==> src/rtl/regbank_p4_arbiter_if.sv <==
// Instruction-port bundle shared by the requesting controllers and the register-bank arbiter.
// The requester-side signals and the bank-side signals travel together so one handle wires up a whole arbiter.
interface regbank_p4_arbiter_if #(
  parameter int NumReq = 4
);
  logic [NumReq-1:0]    req;
  logic [NumReq-1:0]    lock;
  logic [12*NumReq-1:0] inst;
  logic [NumReq-1:0]    ack;
  logic [NumReq-1:0]    rej;
  logic [11:0]          out_inst;
  logic                 out_inst_en;
  logic [1:0]           owner;
  logic                 locked;
  logic                 lock_expired;

  modport master (
    output req, lock, inst,
    input  ack, rej, out_inst, out_inst_en, owner, locked, lock_expired
  );

  modport slave (
    input  req, lock, inst,
    output ack, rej, out_inst, out_inst_en, owner, locked, lock_expired
  );
endinterface

==> src/rtl/regbank_p4_arbiter.sv <==
// Round-robin arbiter for the 4-register bank's instruction port, with per-requester
// lock for atomic bursts, lock timeout, and an illegal-opcode filter.
module regbank_p4_arbiter #(
  parameter int NumReq      = 4,
  parameter int LockTimeout = 16
) (
  input logic                  clock,
  input logic                  reset,
  regbank_p4_arbiter_if.slave  bus
);

  typedef enum logic [1:0] {
    StReset = 2'd0,
    StReady = 2'd1
  } state_t;

  state_t             r_state;
  state_t             w_nextState;

  logic [1:0]         r_ptr;
  logic               r_locked;
  logic [1:0]         r_owner;
  logic [7:0]         r_count;
  logic [NumReq-1:0]  r_ack;
  logic [NumReq-1:0]  r_rej;
  logic [11:0]        r_outInst;
  logic               r_outInstEn;
  logic               r_lockExpired;

  logic [NumReq-1:0]  w_ownerMask;
  logic [NumReq-1:0]  w_eligible;
  logic               w_grantValid;
  logic [1:0]         w_grantIdx;
  logic [11:0]        w_grantInst;
  logic               w_legal;

  logic [1:0]         w_nPtr;
  logic               w_nLocked;
  logic [1:0]         w_nOwner;
  logic [7:0]         w_nCount;
  logic [NumReq-1:0]  w_nAck;
  logic [NumReq-1:0]  w_nRej;
  logic [11:0]        w_nOutInst;
  logic               w_nOutInstEn;
  logic               w_nLockExpired;

  always_ff @(posedge clock) begin
    if (reset) r_state <= StReset;
    else       r_state <= w_nextState;
  end

  always_comb begin
    w_nextState = StReset;
    case (r_state)
      StReset: w_nextState = StReady;
      StReady: w_nextState = StReady;
      default: w_nextState = StReset;
    endcase
  end

  // Registered ack/rej mask the requester that is still holding req during its pulse cycle.
  always_comb begin
    w_ownerMask          = '0;
    w_ownerMask[r_owner] = 1'b1;
  end

  assign w_eligible = bus.req & ~r_ack & ~r_rej & (r_locked ? w_ownerMask : '1);

  always_comb begin : scan
    logic [1:0] v_idx;
    v_idx        = '0;
    w_grantValid = 1'b0;
    w_grantIdx   = '0;
    for (int i = NumReq - 1; i >= 0; i--) begin
      v_idx = r_ptr + 2'(i);
      if (w_eligible[v_idx]) begin
        w_grantValid = 1'b1;
        w_grantIdx   = v_idx;
      end
    end
  end

  always_comb begin
    w_grantInst = '0;
    for (int k = 0; k < NumReq; k++) begin
      if (w_grantIdx == 2'(k)) w_grantInst = bus.inst[k*12 +: 12];
    end
  end

  assign w_legal = (w_grantInst[11:8] <= 4'd4);

  // Output process: next values of every registered output, only active in Ready.
  always_comb begin
    w_nPtr         = r_ptr;
    w_nLocked      = r_locked;
    w_nOwner       = r_owner;
    w_nCount       = '0;
    w_nAck         = '0;
    w_nRej         = '0;
    w_nOutInst     = r_outInst;
    w_nOutInstEn   = 1'b0;
    w_nLockExpired = 1'b0;
    if (r_state == StReady) begin
      if (w_grantValid) begin
        if (w_legal) begin
          w_nAck[w_grantIdx] = 1'b1;
          w_nOutInst         = w_grantInst;
          w_nOutInstEn       = 1'b1;
        end else begin
          w_nRej[w_grantIdx] = 1'b1;
        end
        w_nPtr = w_grantIdx + 2'd1;
        if (bus.lock[w_grantIdx]) begin
          w_nLocked = 1'b1;
          w_nOwner  = w_grantIdx;
        end else begin
          w_nLocked = 1'b0;
        end
      end else if (r_locked) begin
        if (r_count == 8'(LockTimeout - 1)) begin
          w_nLocked      = 1'b0;
          w_nLockExpired = 1'b1;
        end else begin
          w_nCount = r_count + 8'd1;
        end
      end
    end
  end

  always_ff @(posedge clock) begin
    if (reset) begin
      r_ptr         <= '0;
      r_locked      <= 1'b0;
      r_owner       <= '0;
      r_count       <= '0;
      r_ack         <= '0;
      r_rej         <= '0;
      r_outInst     <= '0;
      r_outInstEn   <= 1'b0;
      r_lockExpired <= 1'b0;
    end else begin
      r_ptr         <= w_nPtr;
      r_locked      <= w_nLocked;
      r_owner       <= w_nOwner;
      r_count       <= w_nCount;
      r_ack         <= w_nAck;
      r_rej         <= w_nRej;
      r_outInst     <= w_nOutInst;
      r_outInstEn   <= w_nOutInstEn;
      r_lockExpired <= w_nLockExpired;
    end
  end

  assign bus.ack          = r_ack;
  assign bus.rej          = r_rej;
  assign bus.out_inst     = r_outInst;
  assign bus.out_inst_en  = r_outInstEn;
  assign bus.owner        = r_owner;
  assign bus.locked       = r_locked;
  assign bus.lock_expired = r_lockExpired;

endmodule

==> src/flat_wrapper.sv <==
// flat-port wrapper written by rule: the top's interface ports become plain ports
module regbank_p4_arbiter_flat 
#(
  parameter int NumReq      = 4,
  parameter int LockTimeout = 16
)
  (clock, reset, bus_req, bus_lock, bus_inst, bus_ack, bus_rej, bus_out_inst, bus_out_inst_en, bus_owner, bus_locked, bus_lock_expired);
  regbank_p4_arbiter_if #(.NumReq(NumReq)) bus_i ();
  input logic clock;
  input logic reset;
  input wire logic [$bits(bus_i.req)-1:0] bus_req;
  input wire logic [$bits(bus_i.lock)-1:0] bus_lock;
  input wire logic [$bits(bus_i.inst)-1:0] bus_inst;
  output wire logic [$bits(bus_i.ack)-1:0] bus_ack;
  output wire logic [$bits(bus_i.rej)-1:0] bus_rej;
  output wire logic [$bits(bus_i.out_inst)-1:0] bus_out_inst;
  output wire logic [$bits(bus_i.out_inst_en)-1:0] bus_out_inst_en;
  output wire logic [$bits(bus_i.owner)-1:0] bus_owner;
  output wire logic [$bits(bus_i.locked)-1:0] bus_locked;
  output wire logic [$bits(bus_i.lock_expired)-1:0] bus_lock_expired;
  assign bus_i.req = bus_req;
  assign bus_i.lock = bus_lock;
  assign bus_i.inst = bus_inst;
  assign bus_ack = bus_i.ack;
  assign bus_rej = bus_i.rej;
  assign bus_out_inst = bus_i.out_inst;
  assign bus_out_inst_en = bus_i.out_inst_en;
  assign bus_owner = bus_i.owner;
  assign bus_locked = bus_i.locked;
  assign bus_lock_expired = bus_i.lock_expired;
  regbank_p4_arbiter #(.NumReq(NumReq), .LockTimeout(LockTimeout)) u_core (.clock(clock), .reset(reset), .bus(bus_i));
endmodule
==> config.mk <==
export PLATFORM = sky130hd
export DESIGN_NAME = regbank_p4_arbiter_flat
export DESIGN_NICKNAME = d
export VERILOG_FILES = /design/src/rtl/regbank_p4_arbiter_if.sv /design/src/rtl/regbank_p4_arbiter.sv /design/src/flat_wrapper.sv
export SDC_FILE = /design/constraint.sdc
export NUM_CORES = 1
export LEC_CHECK = 0
export CORE_MARGIN = 1.5
export CORE_UTILIZATION = 42
export CTS_CLUSTER_DIAMETER = 30
export DETAILED_ROUTE_END_ITERATION = 8
export PLACE_DENSITY = 0.8
export SYNTH_ARGS = -nofsm -noshare
export SYNTH_HDL_FRONTEND = slang
export SYNTH_SLANG_ARGS = --single-unit
==> constraint.sdc <==
create_clock -name clock -period 3.4 [get_ports clock]
set_input_delay 0.51 -clock clock [delete_from_list [all_inputs] [get_ports clock]]
set_output_delay 0.51 -clock clock [all_outputs]
set_load 0.01 [all_outputs]
* Yosys cells after proc, flatten, opt, wreduce, memory -nomap -nowiden
Cells that the tools add are included.
** Word-level totals
- Bits in registers :: 37
- Memories :: 0
- Output and inout port bits :: 25
- Input bits :: 58
- Memory bits (read-only) :: 0
- Latch bits :: 0
- RAM bits :: 0
** Operators by class
- Order comparisons :: 9
- Reductions and logical operators :: 13
- Divide/modulo/power cells :: 0
- Muxes and demuxes :: 34
- $add $sub $neg :: 5
- Multiply operators :: 0
- Shift operators :: 0
- Bitwise logic cells :: 9
- Equal/unequal tests :: 5
** Operators with widths (number)
- two-way mux 12 bit :: 4
- less-than comparator 2 x 3 -> 1 bit, second input constant :: 6
- two-way mux 1 bit :: 18
- bitwise AND 4 bit :: 3
- OR reduction 4 bit :: 3
- binary-select mux 1 bit (select 2 bit) :: 5
- adder 8 x 1 -> 8 bit, second input constant :: 1
- equality test 8 x 4 -> 1 bit, second input constant :: 1
- two-way mux 2 bit :: 4
- inverter 4 bit :: 2
- AND reduction 3 bit :: 2
- OR reduction 5 bit :: 1
- adder 2 x 1 -> 2 bit, second input constant :: 2
- adder 2 bit, second input constant :: 2
- demux 1 bit (select 2 bit) :: 2
- equality test 2 x 1 -> 1 bit, second input constant :: 2
- equality test 2 bit, second input constant :: 2
- >= comparator 2 x 1 -> 1 bit, second input constant :: 2
- less-or-equal comparator 4 x 3 -> 1 bit, second input constant :: 1
- zero test 2 bit :: 2
- two-way mux 4 bit :: 1
- inverter 1 bit :: 4
- OR reduction 3 bit :: 1
- logical AND 1 bit :: 2
- 2 further kinds :: 2

* Depth between registers and ports, before layout
- Word-level depth :: 20
- Gate-level depth with buffers :: 15

* Worst setup path after synthesis
OpenSTA, ideal clock, no wires.
- Path type :: register to register
- From :: register u_core.r_owner[0] (netlist: u_core.bus.owner[0])
- To :: register u_core.r_outInst[10] (netlist: u_core.bus.out_inst[10])
- Setup time :: 0.071 ns
- Clock period less this slack :: 3.224 ns
- Stages on the path, launching flop included :: 14
- Required time :: 3.329 ns
- Slack :: 0.176 ns
- Buffers on the path :: 2
- Data arrival time :: 3.153 ns
- Cells stage by stage :: dfxtp_1 > nand2b_1 > a2111oi_4 > mux2i_1 > o221a_2 > inv_1 > ha_1 > clkbuf_1 > clkbuf_1 > a21oi_1 > a31oi_2 > nand2_4 > or3b_1 > a21oi_1
** Between the ends
- Longest elaborated chain between the ends :: 19
- Elaborated cells between the ends (all ways) :: 33
- Those cells by class :: 3 x order compare; 3 x eq/ne; 23 x mux; 1 x bitwise; 3 x reduce/logical
** RTL lines
- start: declaration :: RTL line regbank_p4_arbiter.sv:22 : logic [1:0] r_owner;
- start signal: assignment :: RTL line regbank_p4_arbiter.sv:144 : r_owner <= w_nOwner;
- less-than comparator 2 x 3 -> 1 bit (implied by the code) or >= comparator 2 x 1 -> 1 bit (tied branches) :: RTL line regbank_p4_arbiter.sv:64 : w_ownerMask[r_owner] = 1'b1;
- logical AND 1 bit (implied by the code) :: RTL line regbank_p4_arbiter.sv:64
- two-way mux 1 bit (implied by the code) :: RTL line regbank_p4_arbiter.sv:64
- demux 1 bit (select 2 bit) (*)
- two-way mux 4 bit (*) :: RTL line regbank_p4_arbiter.sv:67 : assign w_eligible = bus.req & ~r_ack & ~r_rej & (r_locked ? w_ownerMask : '1);
- bitwise AND 4 bit (*) :: RTL line regbank_p4_arbiter.sv:67
- binary-select mux 1 bit (select 2 bit) :: RTL line regbank_p4_arbiter.sv:76 : if (w_eligible[v_idx]) begin
- two-way mux 1 bit (implied by the code) :: RTL line regbank_p4_arbiter.sv:76
- two-way mux 2 bit (3 in series) :: RTL line regbank_p4_arbiter.sv:76
- two-way mux 2 bit (*) :: RTL line regbank_p4_arbiter.sv:76
- via u_core.w_grantIdx[0] :: RTL line regbank_p4_arbiter.sv:33 : logic [1:0] w_grantIdx;
- zero test 2 bit :: RTL line regbank_p4_arbiter.sv:86 : if (w_grantIdx == 2'(k)) w_grantInst = bus.inst[k*12 +: 12];
- two-way mux 12 bit (3 in series) :: RTL line regbank_p4_arbiter.sv:86
- two-way mux 12 bit (*) :: RTL line regbank_p4_arbiter.sv:86
- less-or-equal comparator 4 x 3 -> 1 bit :: RTL line regbank_p4_arbiter.sv:90 : assign w_legal = (w_grantInst[11:8] <= 4'd4);
- AND reduction 3 bit (no source line)
- end signal: assignment :: RTL line regbank_p4_arbiter.sv:148 : r_outInst <= w_nOutInst;
- end: declaration :: RTL line regbank_p4_arbiter.sv:26 : logic [11:0] r_outInst;
Mark *: on every way through the listed nets, which the timed path passes. The rest lies on a longest branch. The select of a mux whose other input is x is not followed.
A chain may end at the register's enable or synchronous reset.

* Worst setup path in the final report
- From :: input bus_req[3]
- To :: register u_core.r_outInst[10] (netlist: u_core.bus.out_inst[10])
** Between the ends
- Longest elaborated chain between the ends :: 16
- Elaborated cells between the ends (all ways) :: 29
- Those cells by class :: 1 x order compare; 3 x eq/ne; 20 x mux; 3 x bitwise; 2 x reduce/logical
** RTL lines
- start: declaration :: RTL line flat_wrapper.sv:11 : input wire logic [$bits(bus_i.req)-1:0] bus_req;
- bitwise AND 4 bit (*) (3 in series) :: RTL line regbank_p4_arbiter.sv:67
- binary-select mux 1 bit (select 2 bit) :: RTL line regbank_p4_arbiter.sv:76
- two-way mux 1 bit (implied by the code) :: RTL line regbank_p4_arbiter.sv:76
- two-way mux 2 bit (3 in series) :: RTL line regbank_p4_arbiter.sv:76
- two-way mux 2 bit (*) :: RTL line regbank_p4_arbiter.sv:76
- via u_core.w_grantIdx[0] :: RTL line regbank_p4_arbiter.sv:33
- zero test 2 bit :: RTL line regbank_p4_arbiter.sv:86
- two-way mux 12 bit (3 in series) :: RTL line regbank_p4_arbiter.sv:86
- two-way mux 12 bit (*) :: RTL line regbank_p4_arbiter.sv:86
- less-or-equal comparator 4 x 3 -> 1 bit :: RTL line regbank_p4_arbiter.sv:90
- AND reduction 3 bit (no source line)
Marked as above.

==> out/qor.csv <==
metric,value,unit
run status,"complete, no violations",
vias in the first global route,1890,
area share of the largest cell type after synthesis,37.2,%
number of rows created at floorplan,24,
path category of the worst min-delay check,flip-flop to flip-flop,
number of different library cells in the post-synthesis netlist,51,
HPWL after DPL,4040,um
ratio of routed vias to standard cells,5.20,
shortest period the worst path allows,3270,ps
fraction of registers with async set or reset after synthesis,0,%
Final Max Slew Viols,0,
total design power,2.43,mW
Via Count,1980,
Critical Path RT,3610,ps
start-to-end type of the worst setup path,primary input to flip-flop,
most common cell in the netlist,sky130_fd_sc_hd__dfxtp_1,
sequential cell area fraction in the yosys report,37.2,%
largest net degree at the start of global routing,20,
slew at the pin closest to its max-slew limit,361,ps
most frequent cell on the critical path,sky130_fd_sc_hd__inv_1,
Top Ports,83,
Max H-tree Level,2,
critical path buffer and inverter count,3,
Avg Synthesized Cell Area,8.46,sq um
clock tree skew after final layout,9.04,ps
"wirelength, routed",5230,um
relative slew slack,75.8,%
Critical Path Sink,u_core.bus.out_inst[10]$_SDFFE_PP0P_,
global-route wire length before repair,8470,um
ratio of cells with drive above 1 in the final layout,16.7,%
final cell utilization of the core,70.4,%
Crit path largest cell delay,450,ps
crit path launch type,primary input,
maximum buffer depth of the clock tree,2,
Worst Reg2Reg Path Length in Cells,13,
hold_buf cts,0,
count of flip-flops with a built-in enable after synthesis,0,
Chip Width,70.9,um
clock edge transition at the registers on the reported setup and hold paths,70,ps
DRC errors left,0,
final std cells w/o fill,381,
Hold Fails Final Rpt,0,
area growth from synthesis to final layout,59.3,%
Chip Height,70.9,um
CTS sink cnt,36,
top cell types by occurrence after synthesis,"sky130_fd_sc_hd__dfxtp_1 (36), sky130_fd_sc_hd__nor2_1 (33), sky130_fd_sc_hd__nand2_1 (21), sky130_fd_sc_hd__a21oi_1 (16), sky130_fd_sc_hd__o21ai_0 (13)",
number of synthesized register bits,36,
Synth warnings,0,
critical-path cell with the highest stage delay,sky130_fd_sc_hd__clkdlybuf4s50_1,
core area,4380,sq um
worst hold slack,446,ps
endpoint kind of the worst setup timing path,flip-flop,
share of the clock period used by the worst path after layout,96.1,%
ranking of synthesized cells by area,"sky130_fd_sc_hd__dfxtp_1 (37%), sky130_fd_sc_hd__nor2_1 (6.4%), sky130_fd_sc_hd__mux2i_1 (5.2%), sky130_fd_sc_hd__a21oi_1 (4.1%), sky130_fd_sc_hd__nand2_1 (4.1%)",
routed wire length per instance,13.7,um
predominant post-synthesis flop cell,sky130_fd_sc_hd__dfxtp_1,
# nets final,391,
CTS tree,yes,
die area,5030,sq um
"Cell Area, Synth",1940,sq um
biggest area consumer among synthesized cells,sky130_fd_sc_hd__dfxtp_1,
post-place instance area,2900,sq um
kind of cell adding the most delay to the critical path,compound AO/OA/AOI/OAI gates,
remaining global-route overflow,0,
Crit Reg-Reg Endpoint,u_core.bus.out_inst[10]$_SDFFE_PP0P_,
Synthesized Nets,292,
static leakage,1.24,nW
number of stages on the worst setup path,14,
Setup TNS,0,ps
initial core utilization,44.2,%
insertion delay of the later-clocked pin in the worst-skew pair,290,ps
cells traversed along the worst timing path,"clkdlybuf4s50_1, inv_1, a2111oi_4, o21bai_1, o221a_2, inv_1, ha_1, nor2b_2, a221oi_2, o22ai_1, a31oi_2, nand2_4, or3b_1, a21oi_1",
final cell area excluding filler cells,3090,sq um
Post-Place Worst Slack,-237,ps
arrival time at the worst endpoint,3480,ps
power density normalized to cell area,786,nW/um^2
Crit Reg-Reg Startpoint,u_core.bus.owner[1]$_SDFFE_PP0P_,
count of routing violations after the opening detailed-route iteration,111,
worst supply voltage drop on vdd,0.414,mV
max-cap viol count,0,
Setup-failing EPs final,0,
number of instances in the synthesized netlist,229,
CTS root buffer,sky130_fd_sc_hd__clkbuf_8,
ANT nets after route,0,
CTS Buf Count,5,
global-route total usage across every layer,21.2,%
detailed-router iteration count before antenna repair,4,
routability congestion estimate from global placement,0.843,
worst setup slack after layout,132,ps
upper clock frequency limit,306,MHz
antenna cells,0,
placed cell count,370,
CP Max Fanout,4,
initial antenna violation count,0,
FF-to-FF setup slack,220,ps
launching element of the worst setup path,bus_req[3],
# port buffers,82,
## cell usage in the layout, fill, tap and decap left out, types with 4 or more instances in the layout
cell and instances:
sky130_fd_sc_hd__clkbuf_8 5, sky130_fd_sc_hd__and2_1 8, sky130_fd_sc_hd__mux2i_1 10, sky130_fd_sc_hd__a22oi_1 8, sky130_fd_sc_hd__nor3_1 5, sky130_fd_sc_hd__inv_1 8
sky130_fd_sc_hd__nand2_1 21, sky130_fd_sc_hd__a21oi_1 16, sky130_fd_sc_hd__nor2_1 33, sky130_fd_sc_hd__buf_4 22, sky130_fd_sc_hd__dfxtp_1 34, sky130_fd_sc_hd__clkdlybuf4s50_1 82
sky130_fd_sc_hd__nor2b_1 4, sky130_fd_sc_hd__o21ai_0 12
## per-layer routing
metal  wire length [um]  global-route usage (%)
met5                  0                       0
met4                 65                    5.24
met3                475                    8.69
met2               2590                    35.5
met1               2100                    25.4
## worst min-delay path by stage
| stage | startpoint | to | cells after the start |
|---|---|---|---|
| floorplan | u_core.r_count[0]$_SDFF_PP0_ | u_core.r_count[0]$_SDFF_PP0_ | 1 |
| global placement | u_core.r_count[0]$_SDFF_PP0_ | u_core.r_count[0]$_SDFF_PP0_ | 1 |
| finish | u_core.r_count[0]$_SDFF_PP0_ | u_core.r_count[0]$_SDFF_PP0_ | 1 |
| global route | u_core.r_count[0]$_SDFF_PP0_ | u_core.r_count[0]$_SDFF_PP0_ | 1 |
| CTS | u_core.r_count[0]$_SDFF_PP0_ | u_core.r_count[0]$_SDFF_PP0_ | 1 |
| detailed placement | u_core.r_count[0]$_SDFF_PP0_ | u_core.r_count[0]$_SDFF_PP0_ | 1 |
## timing repair
action,CTS,global route
cloned,0,0
gates resized for setup,2,11
setup buffers,1,2
setup endpoints to repair,1,21
pin swaps,2,4
## cell type report
cell class	count	area [sq um]
inverter	9	33.8
tap	52	65.1
sequential	36	723
timing repair buffer	104	986
clock buffer	5	68.8
clock inverter	3	42.5
multi-input combinational	172	1170
fill	325	1300
## flip-flops by register name, summed over array words and instances, names as in the netlist
name / flops
u_core.r_count: 8
u_core.bus.lock_expired: 1
u_core.bus.locked: 1
u_core.bus.ack: 4
u_core.r_state: 1
u_core.bus.rej: 4
u_core.bus.out_inst_en: 1
u_core.r_ptr: 2
u_core.bus.owner: 2
u_core.bus.out_inst: 12
## report_power, final
group          switching (mW)  total, mW  internal (mW)  leakage (nW)
Sequential             0.0747      0.589          0.515         0.293
Combinational           0.701       1.47          0.768         0.894
Clock                   0.153      0.369          0.217        0.0541
Total                   0.929       2.43           1.50          1.24
## cells by family after synthesis
family	synth area share, %
AND/OR/NAND/NOR	24.4
XOR/XNOR	2.71
buffers and inverters	5.36
adder cells (fa/ha/maj)	3.23
flip-flops	37.2
multiplexers	6.52
AO/OA/AOI/OAI	20.6
Power figures use the tool's default switching activity.
==> edit 1 (same flow settings) <==
`NumReq` is set to 4 in 3 places; all go to 8.
--- a/src/rtl/regbank_p4_arbiter_if.sv
+++ b/src/rtl/regbank_p4_arbiter_if.sv
@@ -1,7 +1,7 @@
 // Instruction-port bundle shared by the requesting controllers and the register-bank arbiter.
 // The requester-side signals and the bank-side signals travel together so one handle wires up a whole arbiter.
 interface regbank_p4_arbiter_if #(
-  parameter int NumReq = 4
+  parameter int NumReq = 8
 );
   logic [NumReq-1:0]    req;
   logic [NumReq-1:0]    lock;
--- a/src/rtl/regbank_p4_arbiter.sv
+++ b/src/rtl/regbank_p4_arbiter.sv
@@ -1,7 +1,7 @@
 // Round-robin arbiter for the 4-register bank's instruction port, with per-requester
 // lock for atomic bursts, lock timeout, and an illegal-opcode filter.
 module regbank_p4_arbiter #(
-  parameter int NumReq      = 4,
+  parameter int NumReq      = 8,
   parameter int LockTimeout = 16
 ) (
   input logic                  clock,
--- a/src/flat_wrapper.sv
+++ b/src/flat_wrapper.sv
@@ -1,7 +1,7 @@
 // flat-port wrapper written by rule: the top's interface ports become plain ports
 module regbank_p4_arbiter_flat 
 #(
-  parameter int NumReq      = 4,
+  parameter int NumReq      = 8,
   parameter int LockTimeout = 16
 )
   (clock, reset, bus_req, bus_lock, bus_inst, bus_ack, bus_rej, bus_out_inst, bus_out_inst_en, bus_owner, bus_locked, bus_lock_expired);
Interface: changed (5 resized); port bits go from 83 to 147. The function was not compared with the original's and may differ.
==> edit 1 against the unedited design <==
- area after synthesis increased by 7.6%
- power about the same
- synthesized cell count grew 9.2%
- largest cell class unchanged
- sequential cell count unchanged
- largest power group unchanged
- design area is 4.6% higher
- count of clock-buffer cells in the layout increased by 2
- critical path type unchanged
- setup slack lost 0.026 ns
- wire length rose by 7.4%
- via count up 2.1%
==> edit 1: results <==
# TYPE chip_impl_metric gauge
chip_impl_info{name="status",value="finished, final reports clean"} 1
chip_impl_metric{name="hold_slack",unit="ns"} 0.449
chip_impl_metric{name="place_ws",unit="ns"} -0.376
chip_impl_info{name="synth.cells.most_frequent",value="36 x sky130_fd_sc_hd__dfxtp_1, 33 x sky130_fd_sc_hd__nand2_1, 27 x sky130_fd_sc_hd__nor2_1"} 1
chip_impl_metric{name="placedCellCount",unit=""} 408
chip_impl_metric{name="gp_congestion",unit=""} 0.801
chip_impl_info{name="reg2reg_to",value="u_core.bus.rej[0]"} 1
chip_impl_metric{name="syn-instance-count",unit=""} 250
chip_impl_metric{name="layout.nonclk_buf_share",unit="%"} 31.0
chip_impl_info{name="critPathLaunch",value="bus_req[1]"} 1
chip_impl_metric{name="swShare",unit="%"} 38.7
chip_impl_metric{name="clock_tree_buffer_count_of_the_final_layout",unit=""} 7
chip_impl_metric{name="timing.slew.headroom",unit="%"} 49.0
chip_impl_metric{name="gr-usage-all-layers",unit="%"} 21.6
chip_impl_metric{name="final_total_pwr",unit="uW"} 2430
chip_impl_metric{name="met3RoutedLength",unit="um"} 458
chip_impl_metric{name="first_iter_violations",unit=""} 66
chip_impl_metric{name="final-seq-area",unit="um2"} 721
chip_impl_metric{name="grt_start_max_net_pins",unit=""} 22
chip_impl_metric{name="layout-drive-gt1-share",unit="%"} 17.4
chip_impl_metric{name="leakagePower",unit="uW"} 0.00130
chip_impl_metric{name="per_cell_via_count_in_the_routed_design",unit=""} 4.85
chip_impl_metric{name="crit_arrival",unit="ns"} 3.50
chip_impl_metric{name="grt_pass1_wl",unit="um"} 8980
chip_impl_metric{name="layout.core_utilization",unit="%"} 67.9
chip_impl_metric{name="final.signal_buffer_count",unit=""} 105
chip_impl_metric{name="dpl_cell_area",unit="mm2"} 0.00305
chip_impl_metric{name="final_net_count",unit=""} 468
chip_impl_metric{name="seq-cell-share",unit="%"} 22.3
chip_impl_metric{name="routed-via-count",unit=""} 2021
chip_impl_metric{name="drt-met1-wl",unit="um"} 2160
chip_impl_metric{name="layout.comb_gates.multi_input",unit=""} 192
==> edit 1: changes by cell type after synthesis, sizes merged, moves of 3 or more <==
cell,change
nor2b,-4
nor2,-6
buf,+8
a21oi,+7
nand2,+12
a22oi,-8
nor3,-4
nand3b,+10
a221oi,-3
==> edit 1: metal layers <==
layer / vias up / global-route usage [%]
met5: - / 0
met4: 0 / 6.38
met3: 4 / 7.96
met2: 77 / 39.3
met1: 915 / 23.1
li1: 1025 / -
==> edit 1: logic make-up after synthesis <==
| family | Yosys count | share of synthesized area, % |
|---|---|---|
| multiplexers | 14 | 7.02 |
| AO/OA/AOI/OAI | 52 | 17.0 |
| XOR/XNOR | 6 | 2.52 |
| buffers and inverters | 29 | 7.98 |
| flip-flops | 36 | 34.6 |
| AND/OR/NAND/NOR | 107 | 27.7 |
| other | 1 | 0.180 |
| adder cells (fa/ha/maj) | 5 | 3.00 |
==> edit 2 (same settings) <==
Made on the original files. Make the reset (`reset`) asynchronous in 2 clocked blocks.
--- a/src/rtl/regbank_p4_arbiter.sv
+++ b/src/rtl/regbank_p4_arbiter.sv
@@ -44,7 +44,7 @@
   logic               w_nOutInstEn;
   logic               w_nLockExpired;
 
-  always_ff @(posedge clock) begin
+  always_ff @(posedge clock or posedge reset) begin
     if (reset) r_state <= StReset;
     else       r_state <= w_nextState;
   end
@@ -127,7 +127,7 @@
     end
   end
 
-  always_ff @(posedge clock) begin
+  always_ff @(posedge clock or posedge reset) begin
     if (reset) begin
       r_ptr         <= '0;
       r_locked      <= 1'b0;
Formal check against the unedited RTL: differs if reset is asserted again (counterexample within 4 cycles, from zero or initial values and one cycle with reset high); with reset held inactive, the same outputs for 10 cycles.
==> edit 2 against the unedited design <==
- die area up 4.4%
- sequential cell count did not move
- wire length rose by 0.15%
- highest routed layer unchanged
- area after synthesis grew 4.6%
- power is 34% higher
- largest cell class unchanged
- count of clock-buffer cells in the layout grew 2
- largest power group unchanged
- sequential share of layout area up 5.0 points
- clock power shrank 12%
- design area rose by 3.0%
- setup slack improved by 0.024 ns
==> edit 2: results <==
# TYPE chip_impl_metric gauge
chip_impl_metric{name="timing.reg2reg.worst_path_depth",unit=""} 14
chip_impl_metric{name="synth.net_count",unit=""} 274
chip_impl_metric{name="crit_arrival",unit="ns"} 3.42
chip_impl_metric{name="distinct_cell_type_count_after_synthesis",unit=""} 42
chip_impl_metric{name="synthArstFlopShare",unit="%"} 100
chip_impl_metric{name="place_ws",unit="ns"} -0.321
chip_impl_metric{name="drt-met1-wl",unit="um"} 2130
chip_impl_metric{name="post_synthesis_mux_area_share",unit="%"} 6.67
chip_impl_metric{name="routed_wl",unit="um"} 5240
chip_impl_metric{name="path_max_fanout",unit=""} 7
chip_impl_metric{name="gp_congestion",unit=""} 0.777
chip_impl_info{name="min-delay-start",value="u_core.r_count[0]"} 1
chip_impl_metric{name="per_cell_via_count_in_the_routed_design",unit=""} 5.14
chip_impl_info{name="synth.cells.most_frequent",value="36 x sky130_fd_sc_hd__dfrtp_1, 22 x sky130_fd_sc_hd__nor2_1, 21 x sky130_fd_sc_hd__nand2_1"} 1
chip_impl_info{name="status",value="finished, final reports clean"} 1
chip_impl_metric{name="critical-path-max-stage-delay",unit="ns"} 0.47
chip_impl_info{name="r2r-start",value="u_core.bus.owner[1]"} 1
chip_impl_metric{name="synth_xor_area_share",unit="%"} 2.59
chip_impl_metric{name="worst_ir_drop_vdd",unit="mV"} 0.723
chip_impl_metric{name="ff2ff_setup_slack",unit="ns"} 0.19
chip_impl_info{name="timing.hold.worst_endpoint",value="u_core.r_count[0]"} 1
chip_impl_metric{name="leakagePower",unit="uW"} 0.00137
chip_impl_metric{name="layout-drive-gt1-share",unit="%"} 19.0
chip_impl_metric{name="met1_usage",unit="%"} 24.3
chip_impl_metric{name="yosys.area_share.adder",unit="%"} 3.09
chip_impl_metric{name="gr-usage-all-layers",unit="%"} 21.5
chip_impl_metric{name="synth_seq_area_share",unit="%"} 44.4
chip_impl_metric{name="synthesized_area_fraction_occupied_by_ao_oa_aoi_and_oai_cells",unit="%"} 20.1
chip_impl_info{name="synth.area.top_cells",value="sky130_fd_sc_hd__dfrtp_1 44%, sky130_fd_sc_hd__a21oi_1 4.4%, sky130_fd_sc_hd__mux2_2 4.4%"} 1
chip_impl_metric{name="clock_skew",unit="ns"} 0.0133
chip_impl_metric{name="post_cts_resized",unit=""} 0
chip_impl_metric{name="met3RoutedLength",unit="um"} 364
chip_impl_metric{name="hold_slack",unit="ns"} 0.497
chip_impl_metric{name="cts_post_setup_buffers_inserted",unit=""} 2
-- edit 2: changes by cell type after synthesis, moves of 3 or more --
cell                       unedited run  this run
sky130_fd_sc_hd__dfrtp_1              0        36
sky130_fd_sc_hd__mux2_2               0         8
sky130_fd_sc_hd__dfxtp_1             36         0
sky130_fd_sc_hd__clkbuf_1             9         6
sky130_fd_sc_hd__a31oi_1              0         3
sky130_fd_sc_hd__mux2i_1             10         3
sky130_fd_sc_hd__nor2_1              33        22
-- edit 2: cell type report --
| class | count | area [um2] |
|---|---|---|
| fillers | 365 | 1510 |
| multi-input cells | 157 | 1080 |
| repair buffers | 105 | 997 |
| flip-flops and latches | 36 | 902 |
| clock buffers | 7 | 86.3 |
| well taps | 54 | 67.6 |
| inverters | 9 | 33.8 |
| clock inverters | 1 | 7.51 |
-- edit 2: power by group through the flow --
stage | Combinational [uW] | Clock [uW] | Sequential [uW]
5_1_grt | 2490 | 338 | 689
3_3_place_gp | 2050 | 0 | 680
2_1_floorplan | 1240 | 0 | 710
6_report | 2270 | 325 | 672
4_1_cts | 2140 | 326 | 671
3_5_place_dp | 2090 | 0 | 680
-- edit 2: how the worst max path moves through the flow --
stage / endpoint / start / slack (ns) / cells past startpoint
floorplan: u_core.bus.out_inst[0] / u_core.bus.owner[0] / 0.03 / 16
global placement: u_core.bus.out_inst[3] / bus_req[3] / -0.20 / 15
detailed placement: u_core.bus.out_inst[1] / bus_req[2] / -0.32 / 13
CTS: u_core.bus.out_inst[1] / bus_req[3] / 0.01 / 15
global route: u_core.bus.ack[3] / bus_req[2] / -0.009 / 16
finish: u_core.bus.out_inst[1] / bus_req[3] / 0.16 / 15
-- edit 2: stage by stage --
step	std cells	TNS, ns
final	369	0
after CTS	369	0
after detailed placement	359	-4.07
after global routing	369	-0.0258
after global placement	359	-2.53
after floorplan	211	0
